[config.mk]
export PLATFORM = sky130hd
export DESIGN_NAME = ternary_mac_sequencer
export DESIGN_NICKNAME = d
export VERILOG_FILES = /design/src/rtl/ternary_mac_sequencer.sv
export SDC_FILE = /design/constraint.sdc
export NUM_CORES = 1
export LEC_CHECK = 0
export ABC_AREA = 1
export BUFFER_PORTS_ARGS = -buffer_cell sky130_fd_sc_hd__buf_2
export CAP_MARGIN = 20
export CORE_MARGIN = 10
export CORE_UTILIZATION = 50
export DETAILED_ROUTE_END_ITERATION = 6
export PLACE_DENSITY = 0.81
export SYNTH_ARGS = -nofsm -noshare
export SYNTH_HDL_FRONTEND = slang
export SYNTH_SLANG_ARGS = --single-unit
[constraint.sdc]
create_clock -name clk -period 3.2 [get_ports clk]
set_clock_uncertainty 0.1 [all_clocks]
set_input_delay 0.32 -clock clk [delete_from_list [all_inputs] [get_ports clk]]
set_output_delay 0.32 -clock clk [all_outputs]
set_load 0.05 [all_outputs]
[src/rtl/ternary_mac_sequencer.sv]
// Sequences one dot-product job on the ternary systolic MAC array. The job runs
// clear -> stream k_len operand beats -> copy accumulators -> frame N_ROWS readout bytes.
module ternary_mac_sequencer #(
  parameter int unsigned K_W    = 8,
  parameter int unsigned N_ROWS = 4,
  localparam int unsigned ROW_W = $clog2(N_ROWS)
) (
  input  logic             clk,
  input  logic             reset,
  input  logic             start,
  input  logic             abort,
  input  logic [K_W-1:0]   k_len,
  input  logic             in_valid,
  output logic             in_ready,
  input  logic [7:0]       in_weights,
  input  logic [7:0]       in_act,
  output logic [7:0]       arr_weights,
  output logic [7:0]       arr_top,
  output logic             arr_reset_acc,
  output logic             arr_copy,
  output logic             arr_restart_q,
  input  logic [7:0]       arr_out,
  output logic             out_valid,
  output logic [ROW_W-1:0] out_row,
  output logic [7:0]       out_data,
  output logic             busy,
  output logic             done,
  output logic             err
);

  typedef enum logic [1:0] {StIdle, StClear, StAccum, StReadout} state_e;

  state_e           state_q;
  logic [K_W-1:0]   cnt_q;
  logic [K_W-1:0]   k_len_q;
  logic [ROW_W-1:0] row_q;

  logic aborting;
  logic beat;
  logic last_beat;
  logic last_row;

  assign aborting  = abort && (state_q != StIdle);
  assign beat      = (state_q == StAccum) && in_valid && !abort;
  assign last_beat = beat && (cnt_q == k_len_q - K_W'(1));
  assign last_row  = (row_q == ROW_W'(N_ROWS - 1));

  always_ff @(posedge clk or posedge reset) begin
    if (reset) begin
      state_q <= StIdle;
      cnt_q   <= '0;
      k_len_q <= '0;
      row_q   <= '0;
    end else if (aborting) begin
      state_q <= StIdle;
      cnt_q   <= '0;
      row_q   <= '0;
    end else begin
      unique case (state_q)
        StIdle: begin
          if (start && (k_len != '0)) begin
            k_len_q <= k_len;
            cnt_q   <= '0;
            state_q <= StClear;
          end
        end
        StClear: state_q <= StAccum;
        StAccum: begin
          if (last_beat) begin
            row_q   <= '0;
            state_q <= StReadout;
          end else if (beat) begin
            cnt_q <= cnt_q + K_W'(1);
          end
        end
        StReadout: begin
          row_q <= row_q + ROW_W'(1);
          if (last_row) begin
            row_q   <= '0;
            state_q <= StIdle;
          end
        end
        default: state_q <= StIdle;
      endcase
    end
  end

  // Array accumulates every cycle, so operands are zeroed unless a beat is accepted.
  // Everything is forced low while reset is held so outputs clear without waiting for an edge.
  always_comb begin
    in_ready      = 1'b0;
    arr_weights   = '0;
    arr_top       = '0;
    arr_reset_acc = 1'b0;
    arr_copy      = 1'b0;
    arr_restart_q = 1'b0;
    out_valid     = 1'b0;
    out_row       = '0;
    out_data      = '0;
    busy          = 1'b0;
    done          = 1'b0;
    err           = 1'b0;
    if (!reset) begin
      in_ready      = (state_q == StAccum) && !abort;
      if (beat) begin
        arr_weights = in_weights;
        arr_top     = in_act;
      end
      arr_reset_acc = (state_q == StClear) || aborting;
      arr_copy      = last_beat;
      arr_restart_q = last_beat;
      out_valid     = (state_q == StReadout) && !abort;
      if (out_valid) begin
        out_row  = row_q;
        out_data = arr_out;
        done     = last_row;
      end
      busy = (state_q != StIdle);
      err  = (state_q == StIdle) && start && (k_len == '0);
    end
  end

endmodule

## Yosys cells after proc, flatten, opt, wreduce, memory -nomap -nowiden

Cells that the tools add are included.

- Flip-flop bits (word level): 20
- Input bits: 37
- Word-level logic and storage cells: 69

- Add/subtract/negate cells: 3
- Equal/unequal tests: 10
- Mux-type cells: 30
- Bitwise gates (word level): 1
- Reduce and logical (&&, ||, !) cells: 21

Operator list:

| operator | number |
|---|---|
| 2-to-1 mux 8 bit | 10 |
| 2-to-1 mux 2 bit | 9 |
| one-hot mux 8 bit (2 select lines) | 1 |
| != test 3 bit, second input constant | 5 |
| logical AND 1 bit | 9 |
| adder 8 x 1 -> 8 bit, second input constant | 1 |
| equality test 8 bit | 1 |
| zero test 8 bit | 1 |
| 2-to-1 mux 1 bit | 8 |
| one-hot mux 2 bit (4 select lines) | 1 |
| nonzero test 8 bit | 1 |
| subtractor 8 x 1 -> 8 bit, second input constant | 1 |
| equality test 2 bit, second input constant | 3 |
| AND reduction 3 bit | 2 |
| nonzero test 3 bit | 2 |
| one-hot mux 2 bit (2 select lines) | 1 |
| AND reduction 4 bit | 1 |
| adder 2 x 1 -> 2 bit, second input constant | 1 |
| equality test 2 x 1 -> 1 bit, second input constant | 1 |
| zero test 2 bit | 1 |
| AND reduction 2 bit | 1 |
| nonzero test 2 bit | 1 |
| zero test 1 bit | 1 |
| logical OR 1 bit | 1 |
| inverter 1 bit | 1 |

## Logic depth before layout (Yosys ltp)

Gate-level depths: netlist (run 1).

- Word-level depth: 7
- Depth in mapped cells: 14
- Depth with buffers taken out: 14

## Worst setup path before layout (run 1)

Ideal clock, no wire load.

- Path type: register to output
- Start point: register k_len_q[0]
- End point: output port arr_restart_q
- Data arrival time: 2.479 ns
- Required time: 2.780 ns
- Path slack: 0.301 ns
- Stages on the path, launching flop included: 11
- Path buffers: 2
- Cells stage by stage: dfrtp_1 -> inv_1 -> ha_1 -> nand3_1 -> o21ai_0 -> a21oi_1 -> nor2_1 -> nand2_2 -> buf_6 -> nor2_1 -> buf_4

- Cells in the longest elaborated chain, start to end: 4

RTL lines:

| element | line | RTL |
|---|---|---|
| start, declared | 35 | `logic [K_W-1:0] k_len_q;` |
| start signal, assigned | 62 | `k_len_q <= k_len;` |
| subtractor 8 x 1 -> 8 bit | 45 | `assign last_beat = beat && (cnt_q == k_len_q - K_W'(1));` |
| equality test 8 bit | 45 |  |
| logical AND 1 bit | 45 |  |
| 2-to-1 mux 1 bit | -- |  |
| end, declared | 21 | `output logic arr_restart_q,` |

Every way passes these cells.

## Worst setup path after layout (run 1)

- Start point: register k_len_q[0]
- End point: output port arr_copy

- Cells in the longest elaborated chain, start to end: 4

RTL lines:

| element | line | RTL |
|---|---|---|
| subtractor 8 x 1 -> 8 bit | 45 |  |
| equality test 8 bit | 45 |  |
| logical AND 1 bit | 45 |  |
| 2-to-1 mux 1 bit | 103 | `if (!reset) begin` |
| end, declared | 20 | `output logic arr_copy,` |

Every way passes these cells.

==> impl_metrics.csv, run 1 <==
group,metric,value,unit
run_status,status,"complete, no violations",
power,switching_share,51.8,%
final_layout,layout-drive-gt1-share,23.8,%
power,comb_power_share,59.9,%
logic_synthesis,yosysWarningCount,0,
grt,track_usage,15.4,%
sta,fin_setup_tns,0,ns
sta,min_period_over_period,87.8,%
clocking,path_clk_slew,0.12,ns
final_layout,final_common_cell,"nand2_1",
power,power_frac_clock,10.9,%
sta,hold_viol,0,
worst_setup_path,end_kind,"output pin",
logic_synthesis,ys_ff_latch,20,
power,peakVddDrop,0.404,mV
logic_synthesis,netlist-cell-type-count,24,
clocking,clk_latency,0.30,ns
route,routed_wl,4790,um
sta,slew_viol_final,0,
worst_setup_path,cpMaxStageDelayCell,"dfrtp_1",
place,portBuffers,70,
sta,tightestPinTransition,0.474,ns
worst_setup_path,cp_cell_sequence,"inv_1 -> ha_1 -> nand3_1 -> o21ai_0 -> a21oi_1 -> nor2_1 -> nand2_2 -> nor2_1 -> buf_2",
sta,setup_viol,0,
grt,grt_max_degree,22,
worst_setup_path,path_buf_inv,2,
clocking,clock_path_buffers,2,
route,wl_per_cell,12.0,um
route,num_vias,1901,
clocking,cts_buffers,3,
grt,antenna_found_initial,0,
final_layout,regArea,500,um2
logic_synthesis,yosysSeqAreaShare,29.3,%
final_layout,n_antenna_cell,0,
place,place.gp.congestion,0.855,
power,power.density,647,nW/um2
final_layout,fin_nets,397,
route,drc,0,
route,drt-pass1-iter-count,4,
worst_setup_path,cpLargestDelayFamily,"simple AND/OR/NAND/NOR gates",
final_layout,multiInputGateArea,1020,um2
route,first_iter_violations,97,
grt,overflow,0,
clocking,cts_tree,"yes",
logic_synthesis,syn_area,1710,um2
final_layout,mostFrequentLayoutCells,"87 x nand2_1, 70 x buf_2, 55 x nor2_1, 40 x inv_1, 31 x nand3_1",
clocking,postCtsHoldBufs,0,
sta,fin_ws,0.389,ns
worst_setup_path,worst_ep_arrival_time,2.39,ns
die,die_area,6160,um2
logic_synthesis,syn_area_per_cell,6.04,um2
die,start_util,51.6,%
sta,grt_setup_unrepaired,"false",
final_layout,area_growth,25.1,%
grt,grt_pass1_vias,1878,
power,seqPwrFrac,29.2,%
die,fp.coreArea,3310,um2
die,die_h,78.5,um
clocking,post_cts_buffers,0,
sta,period_minus_slack,2.81,ns
worst_setup_path,worstPathMaxFanout,11,
grt,grt_pass1_wl,8070,um
route,detail-route-antenna-nets,0,
worst_setup_path,cp.required,2.78,ns
logic_synthesis,synth_nets,326,
sta,slew_headroom,68.4,%
worst_setup_path,cp_common_cell,"nor2_1",
worst_setup_path,crit_path_start_kind,"register",
die,io_pins,71,
power,p_leak,1.25,nW
logic_synthesis,netlist_instances,283,
clocking,clock_sinks,20,
worst_setup_path,critPathKind,"reg -> out",
route,vias_per_cell,4.76,
clocking,cts_root_buf,"clkbuf_4",
clocking,htree_levels,1,
place,dp.final_hpwl,3910,um
clocking,ctsResizeCount,0,
flow_run,cap_violations,0,
sta,max_freq,356,MHz
final_layout,fillers,330,
power,power_switching,0.717,mW
sta,hold_slack,0.0877,ns
place,post-place-ws,0.585,ns
worst_setup_path,cpPeakStageDelay,0.42,ns
power,p_int,0.667,mW
min_path,hold_class,"in -> async",
power,total_power,1.38,mW
die,num_rows,21,
die,die_x,78.5,um
flip-flops by register name (all words and copies together) (netlist names):
name     cells
cnt_q        8
k_len_q      8
row_q        2
state_q      2
worst paths after layout:
kind,startpoint,endpoint,slack [ns],cells after the start
worst max-delay path,k_len_q[0],arr_copy,0.39,9
worst min-delay path,reset,state_q[0],0.09,2
worst max register to register,k_len_q[0],state_q[0],0.93,11
worst min register to register,row_q[1],row_q[1],0.44,2
max in group asynchronous,reset,k_len_q[4],2.39,3
min in group clk,k_len[6],k_len_q[6],0.13,3
synthesized netlist by cell type:
| library cell | n | area, um2 |
|---|---|---|
| nand3b_1 | 1 | 7.51 |
| buf_6 | 1 | 11.3 |
| nor3b_1 | 2 | 15.0 |
| inv_1 | 40 | 150 |
| clkbuf_1 | 5 | 18.8 |
| nor3_1 | 2 | 10.0 |
| nand4_1 | 1 | 6.26 |
| dfrtp_1 | 20 | 500 |
| or2_2 | 1 | 6.26 |
| xor2_1 | 1 | 8.76 |
| o21ai_0 | 11 | 55.1 |
| nor4_1 | 3 | 18.8 |
| nand2_1 | 87 | 327 |
| a21oi_1 | 5 | 25.0 |
| ha_1 | 6 | 75.1 |
| nand3_1 | 31 | 155 |
| xnor2_1 | 3 | 26.3 |
| buf_4 | 1 | 7.51 |
| a21oi_4 | 1 | 16.3 |
| nor2_1 | 55 | 206 |
| nand2_2 | 2 | 12.5 |
| nand2_8 | 1 | 20.0 |
| a211oi_1 | 1 | 7.51 |
| nor2_4 | 2 | 22.5 |
cells by family (layout without fill, tap and decap cells):
logic type	count (synthesis)	count (layout)	share of synthesized area, %
AO/OA/AOI/OAI	18	18	6.08
flip-flops	20	20	29.3
AND/OR/NAND/NOR	188	188	47.2
adder cells (fa/ha/maj)	6	6	4.39
buffers and inverters	47	117	11.0
XOR/XNOR	4	4	2.05
routing by layer:
metal | global-route usage (%) | wire (um)
met1 | 17.6 | 2000
met2 | 26.7 | 2290
met3 | 6.15 | 472
met4 | 2.69 | 21
met5 | 0 | 0
worst register-to-register path, delay by kind of cell (launching register included):
family | cells | cell delay, ns
adders and majority gates | 1 | 0.26
AOI/OAI and AO/OA | 2 | 0.34
and+or+nand+nor | 7 | 0.90
DFF | 1 | 0.42
buffers and inverters | 1 | 0.16
cell type report:
cell class | count | share of cell area [%]
multi-input combinational | 216 | 47.7
sequential | 20 | 23.4
timing repair buffer | 73 | 17.4
inverter | 40 | 7.02
tap | 46 | 2.69
clock buffer | 4 | 1.70
through the flow:
step | std cells | util, % | area (um2)
2_1_floorplan | 283 | - | 1710
3_3_place_gp | 393 | 63.0 | 2090
3_5_place_dp | 393 | 63.0 | 2090
4_1_cts | 397 | 64.1 | 2120
5_1_grt | 399 | 64.6 | 2140
6_report | 399 | 64.6 | 2140
power groups by stage:
stage | combinational (mW) | sequential, mW | clock (mW)
4_1_cts | 0.822 | 0.402 | 0.152
3_5_place_dp | 0.818 | 0.406 | 0
3_3_place_gp | 0.808 | 0.404 | 0
2_1_floorplan | 0.658 | 0.387 | 0
5_1_grt | 0.957 | 0.417 | 0.159
6_report | 0.829 | 0.404 | 0.151
(Power assumes the default switching activity.)
==> run 2: changes to the inputs <==
--- a/config.mk
+++ b/config.mk
@@ -8,7 +8,7 @@
 export ABC_AREA = 1
 export BUFFER_PORTS_ARGS = -buffer_cell sky130_fd_sc_hd__buf_2
 export CAP_MARGIN = 20
-export CORE_MARGIN = 10
+export CORE_MARGIN = 2
 export CORE_UTILIZATION = 50
 export DETAILED_ROUTE_END_ITERATION = 6
 export PLACE_DENSITY = 0.81
==> run 2 against run 1 <==
Worst hold slack lost 0.025 ns; worst setup slack lost 0.096 ns; maximum frequency is 3.3% lower; non-clock buffer count down 1; final cell count down 0.25%; first-iteration DRC count is 18% lower; global-route usage rose by 6.7 points; die area fell by 37%.
==> impl_metrics.csv, run 2 (same netlist as run 1, synthesis figures left out) <==
group,metric,value,unit
run_status,status,"complete, no violations",
clocking,postCtsHoldBufs,0,
die,fp.coreArea,3310,um2
route,drc,0,
worst_setup_path,end_kind,"output pin",
grt,grtUsageMet1,28.5,%
clocking,ctsResizeCount,0,
flow_run,cap_violations,0,
power,p_leak,1.25,nW
worst_setup_path,critPathKind,"reg -> out",
sta,slew_headroom,68.0,%
sta,slew_viol_final,0,
die,die_area,3900,um2
clocking,clock_path_buffers,2,
clocking,cts_tree,"yes",
clocking,cts_buffers,3,
sta,tightestPinTransition,0.479,ns
die,die_x,62.5,um
grt,grt_max_degree,22,
worst_setup_path,crit_path_start_kind,"register",
worst_setup_path,worst_ep_arrival_time,2.49,ns
power,power.density,668,nW/um2
sta,hold_viol,0,
worst_setup_path,worstPathMaxFanout,11,
die,start_util,51.6,%
sta,hold_slack,0.0628,ns
final_layout,fin_nets,396,
worst_setup_path,r2r-start,"k_len_q[0]",
clocking,path_clk_slew,0.13,ns
grt,antenna_found_initial,0,
clocking,post_cts_buffers,0,
grt,use_met3,2.52,%
grt,grt_pass1_wl,7180,um
clocking,clock_sinks,20,
clocking,clk_latency,0.32,ns
sta,period_minus_slack,2.91,ns
final_layout,n_antenna_cell,0,
die,die_h,62.5,um
grt,overflow,0,
worst_setup_path,worstRegToRegCells,11,
place,place.gp.congestion,0.846,
worst_setup_path,r2r_setup_slack,0.91,ns
final_layout,final_common_cell,"nand2_1",
die,io_pins,71,
die,num_rows,21,
worst_setup_path,r2r_end,"row_q[0]",
route,num_vias,1916,
route,routed_wl,4050,um
power,peakVddDrop,0.433,mV
final_layout,reg_top3,"cnt_q x8, k_len_q x8",
place,dp.final_hpwl,3310,um
route,wl_per_cell,10.2,um
final_layout,mostFrequentLayoutCells,"87 x nand2_1, 70 x buf_2, 55 x nor2_1, 40 x inv_1, 31 x nand3_1",
sta,setup_viol,0,
route,detail-route-antenna-nets,0,
place,placedCellCount,394,
final_layout,instances_no_fill,398,
final_layout,fillers,326,
place,portBuffers,70,
clocking,cts_root_buf,"clkbuf_4",
final_layout,final_util,64.9,%
final_layout,area_growth,25.6,%
worst_setup_path,cp.required,2.78,ns
route,drt-pass1-iter-count,4,
route,first_iter_violations,80,
clocking,htree_levels,1,
sta,max_freq,344,MHz
sta,grt_setup_unrepaired,"false",
min_path,hold_class,"in -> async",
route,vias_per_cell,4.81,
grt,track_usage,22.1,%
sta,min_period_over_period,90.8,%
sta,fin_setup_tns,0,ns
grt,grt_pass1_vias,1698,
grt,grt_util_met2,38.3,%
grt,busiest_layer,"met2",
final_layout,layout-drive-gt1-share,23.6,%
run 2: layout make-up:
class	count	area [um2]	area share (%)
Clock buffer	3	22.5	1.05
Sequential cell	20	500	23.3
Inverter	40	150	6.99
Multi-Input combinational cell	216	1020	47.6
Clock inverter	1	30.0	1.40
Tap cell	46	57.6	2.68
Timing Repair Buffer	72	365	17.0
run 2: routing by layer:
metal / wire length [um] / vias up
met1: 1890 / 849
met2: 1940 / 43
met5: 0 / -
li1: - / 1018
met3: 173 / 6
met4: 48 / 0
run 2: per-stage QoR:
stage                     cell area, um2  power [mW]  setup slack [ns]
final                               2150        1.43             0.294
after CTS                           2150        1.44             0.326
after detailed placement            2090        1.22             0.681
after global placement              2090        1.20             0.772
after floorplan                     1710        1.04             0.301
after global routing                2150        1.58             0.118
run 2: where the power goes:
part	internal (mW)	leakage [nW]	switching [mW]
clock	0.127	0.0279	0.0853
combinational	0.268	0.963	0.550
sequential	0.327	0.262	0.0775
total	0.722	1.25	0.713
run 2: how the worst max path moves through the flow:
stage          startpoint             to  slack, ns  cells past startpoint
6_report       k_len_q[0]  arr_restart_q       0.29                      9
5_1_grt        k_len_q[0]  arr_restart_q       0.12                      9
4_1_cts        k_len_q[0]  arr_restart_q       0.33                      9
3_5_place_dp   k_len_q[0]  arr_restart_q       0.68                      9
3_3_place_gp   k_len_q[0]  arr_restart_q       0.77                      9
2_1_floorplan  k_len_q[0]  arr_restart_q       0.30                     10
run 2: worst max-delay path, stage by stage (launching register included):
cell	delay [ns]
dfrtp_1	0.42
inv_1	0.16
ha_1	0.25
nand3_1	0.15
o21ai_0	0.23
a21oi_1	0.10
nor2_1	0.15
nand2_2	0.20
nor2_1	0.21
buf_2	0.30
==> run 3: changes to the inputs <==
--- a/config.mk
+++ b/config.mk
@@ -10,6 +10,7 @@
 export CAP_MARGIN = 20
 export CORE_MARGIN = 2
 export CORE_UTILIZATION = 50
+export CTS_BUF_LIST = sky130_fd_sc_hd__clkbuf_2
 export DETAILED_ROUTE_END_ITERATION = 6
 export PLACE_DENSITY = 0.81
 export SYNTH_ARGS = -nofsm -noshare
==> run 3 against run 2 <==
Global-route usage shrank 0.12 points; via count about the same; die area stayed put; maximum frequency down 1.4%; utilization down 0.23 points; critical path type unchanged; clock power shrank 9.4%.
==> impl_metrics.csv, run 3 (same netlist as run 1, synthesis figures left out) <==
group,metric,value,unit
run_status,status,"complete, no violations",
grt,antenna_found_initial,0,
grt,grt_max_degree,22,
die,fp.coreArea,3310,um2
final_layout,fin_nets,396,
clocking,postCtsHoldBufs,0,
worst_setup_path,cpMaxStageDelayCell,"dfrtp_1",
sta,setup_viol,0,
worst_setup_path,end_kind,"output pin",
final_layout,final_common_cell,"nand2_1",
final_layout,mostFrequentLayoutCells,"87 x nand2_1, 70 x buf_2, 55 x nor2_1, 40 x inv_1, 31 x nand3_1",
worst_setup_path,worst_ep_arrival_time,2.53,ns
sta,period_minus_slack,2.95,ns
sta,slew_viol_final,0,
route,drc,0,
clocking,clock_path_buffers,2,
die,io_pins,71,
route,num_vias,1917,
grt,track_usage,21.9,%
worst_setup_path,cp.required,2.78,ns
final_layout,fin_area,2140,um2
min_path,hold_class,"in -> async",
final_layout,final_util,64.6,%
worst_setup_path,critPathKind,"reg -> out",
die,die_h,62.5,um
worst_setup_path,cp_common_cell,"nor2_1",
final_layout,n_antenna_cell,0,
clocking,path_clk_slew,0.21,ns
power,power.density,661,nW/um2
sta,min_period_over_period,92.1,%
die,start_util,51.6,%
final_layout,regArea,500,um2
route,vias_per_cell,4.82,
final_layout,reg_top3,"cnt_q x8, k_len_q x8",
place,portBuffers,70,
final_layout,layout-drive-gt1-share,23.6,%
clocking,cts_buffers,3,
clocking,clock_sinks,20,
worst_setup_path,worstPathMaxFanout,11,
grt,grt_pass1_wl,7170,um
clocking,ctsResizeCount,0,
clocking,post_cts_buffers,0,
sta,hold_viol,0,
route,routed_wl,4050,um
sta,max_freq,339,MHz
final_layout,fillers,328,
route,first_iter_violations,75,
worst_setup_path,cpPeakStageDelay,0.45,ns
worst_setup_path,crit_path_start_kind,"register",
die,num_rows,21,
die,die_x,62.5,um
power,peakVddDrop,0.403,mV
power,total_power,1.41,mW
sta,slew_headroom,67.9,%
place,placed_area,2090,um2
clocking,cts_tree,"yes",
clocking,clk_latency,0.33,ns
final_layout,multiInputGateArea,1020,um2
route,detail-route-antenna-nets,0,
grt,grt_pass1_vias,1698,
die,die_area,3900,um2
grt,overflow,0,
sta,fin_setup_tns,0,ns
place,place.gp.congestion,0.846,
sta,grt_setup_unrepaired,"false",
route,drt-pass1-iter-count,4,
power,p_leak,1.25,nW
worst_setup_path,cp_cell_sequence,"inv_1 -> ha_1 -> nand3_1 -> o21ai_0 -> a21oi_1 -> nor2_1 -> nand2_2 -> nor2_1 -> buf_2",
route,wl_per_cell,10.2,um
final_layout,area_growth,25.2,%
flow_run,cap_violations,0,
clocking,cts_root_buf,"clkbuf_2",
clocking,htree_levels,1,
sta,tightestPinTransition,0.481,ns
place,dp.final_hpwl,3310,um
run 3: cell count changes in the layout (fill, tap and decap cells not counted):
cell / previous run / this run
clkbuf_4: 3 / 0
clkbuf_2: 0 / 3
run 3: power by group:
group | internal [mW] | switching (mW)
combinational | 0.268 | 0.551
clock | 0.108 | 0.0838
sequential | 0.327 | 0.0775
total | 0.703 | 0.712
run 3: critical path, delay by kind of cell, from the launching register on:
family,cells,cell delay [ns]
buffers and inverters,2,0.47
flip-flops,1,0.45
AND/OR/NAND/NOR,4,0.71
adder cells (fa/ha/maj),1,0.26
AO/OA/AOI/OAI,2,0.33
run 3: final cells by class:
type                       count  share of cell area (%)
multi-input combinational    216                    47.7
sequential                    20                    23.4
timing repair buffer          72                    17.1
inverter                      40                    7.02
tap                           46                    2.69
clock inverter                 1                    1.40
clock buffer                   3                   0.702
run 3: worst paths after layout:
check,startpoint,end,slack [ns],depth (start not counted)
worst max register to register,k_len_q[0],row_q[0],0.90,11
max in group asynchronous,reset,k_len_q[2],2.42,3
worst min-delay path,reset,cnt_q[0],0.03,2
min in group clk,k_len[6],k_len_q[6],0.10,3
worst min register to register,row_q[1],row_q[1],0.45,2
worst max-delay path,k_len_q[0],arr_restart_q,0.25,9
run 3: metal layers:
| metal | track usage [%] | part of all wire [%] |
|---|---|---|
| met4 | 6.67 | 0.77 |
| met1 | 28.5 | 46 |
| met5 | 0 | 0 |
| met3 | 2.52 | 4.9 |
| met2 | 38.3 | 48 |
run 3: per-stage QoR:
step / setup slack [ns] / std cells / hold slack, ns
finish: 0.252 / 398 / 0.0288
global route: 0.0679 / 398 / 0.0434
CTS: 0.287 / 398 / 0.0386
detailed placement: 0.681 / 394 / 0.397
global placement: 0.772 / 394 / 0.396
floorplan: 0.301 / 283 / 0.201
